`config.mk`:
```
export PLATFORM = sky130hd
export DESIGN_NAME = regfile_2r1w_clr
export DESIGN_NICKNAME = d
export VERILOG_FILES = /design/src/rtl/regfile_pkg.sv /design/src/rtl/regfile_rd_port.sv /design/src/rtl/regfile_2r1w_clr.sv
export SDC_FILE = /design/constraint.sdc
export NUM_CORES = 1
export LEC_CHECK = 0
export BUFFER_PORTS_ARGS = -buffer_cell sky130_fd_sc_hd__buf_2
export CORE_UTILIZATION = 46
export DETAILED_ROUTE_END_ITERATION = 10
export GPL_ROUTABILITY_DRIVEN = 0
export GPL_TIMING_DRIVEN = 1
export PLACE_DENSITY_LB_ADDON = 0.25
export RECOVER_POWER = 100
export SLEW_MARGIN = 5
export SYNTH_ARGS = -nofsm -noshare
export SYNTH_HDL_FRONTEND = slang
export SYNTH_SLANG_ARGS = --single-unit
```
`constraint.sdc`:
```
create_clock -name clk -period 3.6 [get_ports clk]
set_input_delay 0.36 -clock clk [delete_from_list [all_inputs] [get_ports clk]]
set_output_delay 0.36 -clock clk [all_outputs]
set_load 0.02 [all_outputs]
```
`src/rtl/regfile_pkg.sv`:
```
// Shared types and helpers for the integer register file: clear-sequencer states,
// address-width derivation and the default data width.
package regfile_pkg;

  localparam int XLEN_DEFAULT = 32;

  typedef enum logic {
    IDLE  = 1'b0,
    CLEAR = 1'b1
  } clr_state_e;

  // Index width for a register count; never narrower than one bit.
  function automatic int addr_width(input int nregs);
    return (nregs <= 2) ? 1 : $clog2(nregs);
  endfunction

endpackage

```
`src/rtl/regfile_rd_port.sv`:
```
// One read port of the register file: zero/range gating, write-to-read bypass and
// an optional output register.
module regfile_rd_port
  import regfile_pkg::*;
#(
  parameter int XLEN     = XLEN_DEFAULT,
  parameter int NREGS    = 32,
  parameter int AW       = 5,
  parameter int ZERO_REG = 1,
  parameter int BYPASS   = 1,
  parameter int READ_LAT = 0
) (
  input  logic            clk,
  input  logic            rst,
  input  logic            clearing,
  input  logic [AW-1:0]   raddr,
  input  logic [XLEN-1:0] mem_data,
  input  logic            we_eff,
  input  logic [AW-1:0]   waddr,
  input  logic [XLEN-1:0] wdata,
  output logic [XLEN-1:0] rdata
);

  logic            addr_ok;
  logic [XLEN-1:0] rdata_next;

  assign addr_ok = {1'b0, raddr} < (AW + 1)'(NREGS);

  // we_eff already excludes clearing, x0 and out-of-range writes.
  always_comb begin
    rdata_next = mem_data;
    if (clearing || !addr_ok || (ZERO_REG != 0 && raddr == '0)) begin
      rdata_next = '0;
    end else if (BYPASS != 0 && we_eff && waddr == raddr) begin
      rdata_next = wdata;
    end
  end

  generate
    if (READ_LAT != 0) begin : g_reg
      logic [XLEN-1:0] rdata_reg;
      always_ff @(posedge clk) begin
        if (rst) rdata_reg <= '0;
        else     rdata_reg <= rdata_next;
      end
      assign rdata = rdata_reg;
    end else begin : g_comb
      logic unused_clk_rst;
      assign unused_clk_rst = clk ^ rst;
      assign rdata = rdata_next;
    end
  endgenerate

endmodule

```
`src/rtl/regfile_2r1w_clr.sv`:
```
// Two-read/one-write integer register file with hardwired-zero x0 option and a
// sequencer that zeroes one entry per cycle after reset or on request.
module regfile_2r1w_clr
  import regfile_pkg::*;
#(
  parameter int XLEN     = XLEN_DEFAULT,
  parameter int NREGS    = 32,
  parameter int ZERO_REG = 1,
  parameter int BYPASS   = 1,
  parameter int READ_LAT = 0,
  localparam int AW      = addr_width(NREGS)
) (
  input  logic            clk,
  input  logic            rst,
  input  logic            clr_req,
  output logic            clr_busy,
  input  logic            we,
  input  logic [AW-1:0]   waddr,
  input  logic [XLEN-1:0] wdata,
  input  logic [AW-1:0]   raddr0,
  input  logic [AW-1:0]   raddr1,
  output logic [XLEN-1:0] rdata0,
  output logic [XLEN-1:0] rdata1
);

  clr_state_e      state_reg, state_next;
  logic [AW-1:0]   clr_idx_reg, clr_idx_next;
  logic [XLEN-1:0] mem [NREGS];

  logic            clearing;
  logic            waddr_ok;
  logic            we_eff;
  logic            mem_we;
  logic [AW-1:0]   mem_widx;
  logic [XLEN-1:0] mem_wdata;

  assign clearing = (state_reg == CLEAR);
  assign clr_busy = clearing;
  assign waddr_ok = {1'b0, waddr} < (AW + 1)'(NREGS);
  assign we_eff   = !clearing && we && waddr_ok && !(ZERO_REG != 0 && waddr == '0);

  always_comb begin
    state_next   = state_reg;
    clr_idx_next = clr_idx_reg;
    case (state_reg)
      IDLE: begin
        if (clr_req) begin
          state_next   = CLEAR;
          clr_idx_next = '0;
        end
      end
      CLEAR: begin
        if (clr_idx_reg == AW'(NREGS - 1)) begin
          state_next   = IDLE;
          clr_idx_next = '0;
        end else begin
          clr_idx_next = clr_idx_reg + 1'b1;
        end
      end
      default: state_next = CLEAR;
    endcase
  end

  always_ff @(posedge clk) begin
    if (rst) begin
      state_reg   <= CLEAR;
      clr_idx_reg <= '0;
    end else begin
      state_reg   <= state_next;
      clr_idx_reg <= clr_idx_next;
    end
  end

  // Single write port shared by the sequencer and writeback keeps the array RAM-friendly.
  assign mem_we    = clearing || we_eff;
  assign mem_widx  = clearing ? clr_idx_reg : waddr;
  assign mem_wdata = clearing ? '0 : wdata;

  always_ff @(posedge clk) begin
    if (!rst && mem_we) mem[mem_widx] <= mem_wdata;
  end

  logic [AW-1:0]   raddr_arr [2];
  logic [XLEN-1:0] rdata_arr [2];

  assign raddr_arr[0] = raddr0;
  assign raddr_arr[1] = raddr1;
  assign rdata0       = rdata_arr[0];
  assign rdata1       = rdata_arr[1];

  generate
    for (genvar gi = 0; gi < 2; gi++) begin : g_rd
      logic [AW-1:0]   rd_idx;
      logic [XLEN-1:0] mem_rd;

      // Out-of-range indices are steered to entry 0; the port masks the result anyway.
      assign rd_idx = ({1'b0, raddr_arr[gi]} < (AW + 1)'(NREGS)) ? raddr_arr[gi] : '0;
      assign mem_rd = mem[rd_idx];

      regfile_rd_port #(
        .XLEN    (XLEN),
        .NREGS   (NREGS),
        .AW      (AW),
        .ZERO_REG(ZERO_REG),
        .BYPASS  (BYPASS),
        .READ_LAT(READ_LAT)
      ) u_rd_port (
        .clk     (clk),
        .rst     (rst),
        .clearing(clearing),
        .raddr   (raddr_arr[gi]),
        .mem_data(mem_rd),
        .we_eff  (we_eff),
        .waddr   (waddr),
        .wdata   (wdata),
        .rdata   (rdata_arr[gi])
      );
    end
  endgenerate

endmodule

```
==> impl_metrics.env <==
export IMPL_outcome="finished, violations left"
export IMPL_violations="capacitance limit, slew limit"
export IMPL_area_delta_synth_final_pct=14.5
export IMPL_cts_buffers=105
export IMPL_seqPwrFrac=0.500
export IMPL_path_max_fanout=35
export IMPL_synth_top_cells_by_count="edfxtp_1, mux4_2, mux2i_1, clkbuf_1, a221oi_1"
export IMPL_setup_viol=0
export IMPL_hpwl_um=92400
export IMPL_synthCells=2700
export IMPL_antenna_found_initial=3
export IMPL_drc=0
export IMPL_slowest_delay_ns=1.05
export IMPL_worstPathRequired_ns=3.93
export IMPL_cp_startpoint="clr_busy$_SDFF_PP1_"
export IMPL_internal_power_mw=20.4
export IMPL_critical_path_class="reg -> reg"
export IMPL_period_share=0.985
export IMPL_yosysMostFrequentCell="edfxtp_1"
export IMPL_first_iter_violations=3891
export IMPL_post_cts_buffers=0
export IMPL_slowest_stage="clkbuf_2"
export IMPL_ys_flop_type="edfxtp_1"
export IMPL_initial_core_util=0.467
export IMPL_drive_gt1_frac=0.281
export IMPL_finalNetCount=2952
export IMPL_finalMaxSlewViolations=33
export IMPL_final_hold_viol_count=0
export IMPL_yosys_area_top_type="edfxtp_1"
export IMPL_slew_headroom=-0.0174
export IMPL_cts_max_path_buffers=3
export IMPL_ys_warn_count=0
export IMPL_num_fill_cells=8214
export IMPL_postRouteAntennaNets=0
export IMPL_final_util=0.535
export IMPL_total_power_mw=26.2
export IMPL_largest_reg_flops=1024
export IMPL_wl_per_cell_um=35.7
export IMPL_leakage_nw=18.5
export IMPL_grt_overflow_total=0
export IMPL_synth_top_area_frac=0.633
export IMPL_async_reset_ff_frac=0
export IMPL_fp_row_count=118
export IMPL_cts_root_buf="clkbuf_16"
export IMPL_hold_start="wdata[7]"
export IMPL_track_usage=0.292
export IMPL_avgSynthCellArea_um2=18.0
export IMPL_r2r_start="clr_busy$_SDFF_PP1_"
export IMPL_startpoint_type="flip-flop"
export IMPL_grt_max_degree=76
export IMPL_instances_no_fill=4366
export IMPL_pre_cts_slack_ns=0.173
export IMPL_clkSinkCount=1030
export IMPL_insertion_delay_ns=0.68
export IMPL_vdd_drop_max_v=0.000459
export IMPL_fp_dieH_um=327
export IMPL_clkSlewWorstSetupHoldPaths_ns=0.06
export IMPL_path_cells="clkbuf_2 -> mux2_1 -> nand2_1 -> nor2_2 -> clkbuf_2"
export IMPL_synth_cell_types=43
export IMPL_die_x_um=327
export IMPL_ys_seq_area_frac=0.635
export IMPL_syn_nets=2753
export IMPL_rsz0062_at_grt="false"
export IMPL_pwr_share_comb=0.075
export IMPL_cp_arrival_ns=3.87
export IMPL_critPathCaptureType="flip-flop"
export IMPL_coreArea_um2=104000
export IMPL_die_area_um2=107000
export IMPL_ys_top_cells_by_area="edfxtp_1, mux4_2, mux2i_1"
export IMPL_max_cap_viol_count=1
export IMPL_syn_cell_area_um2=48600
export IMPL_ys_ff_latch=1030
export IMPL_portBuffers=115
export IMPL_pwr_share_clk=0.425
export IMPL_fmax_ghz=0.282
export IMPL_vias_per_cell=7.04
export IMPL_powerDensity_nw_per_um2=471
export IMPL_regToRegSetupSlack_ns=0.05
export IMPL_grt_pass1_wl_um=223000
export IMPL_finalSetupTns_ns=0
export IMPL_vias=30756
export IMPL_drt_total_wl_um=156000
export IMPL_fin_skew_ns=0.0180
export IMPL_tritoncts="built"
export IMPL_cpMostUsedCell="clkbuf_2"
export IMPL_switching_share=0.222
export IMPL_dp_cells=4170
export IMPL_worst_slew_pin_slew_ns=1.53
export IMPL_hold_class="in -> reg"
export IMPL_dr_pass1_iters=6
export IMPL_synth_edff_count=1024
export IMPL_power_switching_mw=5.83
export IMPL_pin_count=116
export IMPL_finalCriticalPeriod_ns=3.55
export IMPL_htreeDepth=3
export IMPL_setup_ws_ns=0.0545
export IMPL_grt_pass1_vias=31032
## metal layers
| layer | wire [um] | track usage | up-vias |
|---|---|---|---|
| met2 | 70100 | 0.441 | 2177 |
| li1 | - | - | 12071 |
| met5 | 41 | 0 | - |
| met4 | 7000 | 0.112 | 6 |
| met3 | 19700 | 0.0750 | 441 |
| met1 | 59200 | 0.408 | 16061 |
## timing repair
action,4_1_cts,5_1_grt
endpoints found under the hold margin,6,0
gates resized for setup,0,1
endpoints found under the setup margin,0,1
hold buffers,2,0
## stage by stage
stage	instance area, um^2	hold WS, ns
after global placement	52700	0.529
after CTS	56200	0.172
final	55700	0.213
after global routing	55700	0.205
after floorplan	48600	0.429
after detailed placement	52700	0.570
## worst paths after layout
path                                 endpoint  cells after the start
hold reg to reg   clr_idx_reg[3]$_SDFFE_PP0P_                      2
setup reg to reg         mem[28][3]$_DFFE_PP_                      5
hold / removal            mem[4][7]$_DFFE_PP_                      2
setup / recovery         mem[28][3]$_DFFE_PP_                      5
## power by group through the flow
stage / clock network [mW] / registers [mW] / logic, mW
final: 11.1 / 13.1 / 1.98
after global routing: 11.6 / 13.1 / 2.06
after CTS: 11.2 / 13.1 / 1.97
after detailed placement: 0 / 13.4 / 1.96
after global placement: 0 / 13.3 / 1.95
after floorplan: 0 / 13.3 / 1.21
## cell families (layout without fill, tap and decap cells)
| logic type | count (synthesis) | after routing | synth area share |
|---|---|---|---|
| compound gates | 568 | 568 | 0.0852 |
| xor+xnor | 10 | 10 | 0.00180 |
| fa+ha+maj | 2 | 2 | 0.000515 |
| buf+inv | 236 | 521 | 0.0209 |
| flops | 1030 | 1030 | 0.635 |
| mux | 674 | 674 | 0.238 |
| other cells | 0 | 1 | 0 |
| simple gates | 180 | 180 | 0.0190 |
## area by class of cell
class,count,area (um^2),share of cell area
inverter,5,18.8,0.000337
sequential,1030,30900,0.555
tap,1380,1730,0.0310
clock buffer,130,2830,0.0508
antenna,1,2.50,0.0000450
timing repair buffer,323,2550,0.0458
multi-input combinational,1434,17000,0.306
clock inverter,63,659,0.0118
## critical path: cells and delay by family (launching register included)
kind | cells | cell delay [ns]
buffers and inverters | 2 | 1.54
multiplexers | 1 | 0.36
flip-flops | 1 | 0.37
AND/OR/NAND/NOR | 2 | 0.88
## cells in the final DEF, fill, tap and decap left out, types with 25 or more instances in the layout
cell       count
a211o_1       32
a211oi_1      96
a21boi_0      32
a21oi_1       71
a221o_1       32
a221oi_1     128
a22oi_1       64
buf_12        44
buf_2         49
buf_4         87
clkbuf_1      88
clkbuf_16    110
clkbuf_2      45
clkinv_2      26
edfxtp_1    1024
mux2i_1      289
mux4_2       384
nand3_1       36
nor2_4        25
nor2b_1       61
o21ai_0       98
Power figures use the tool's default switching activity.
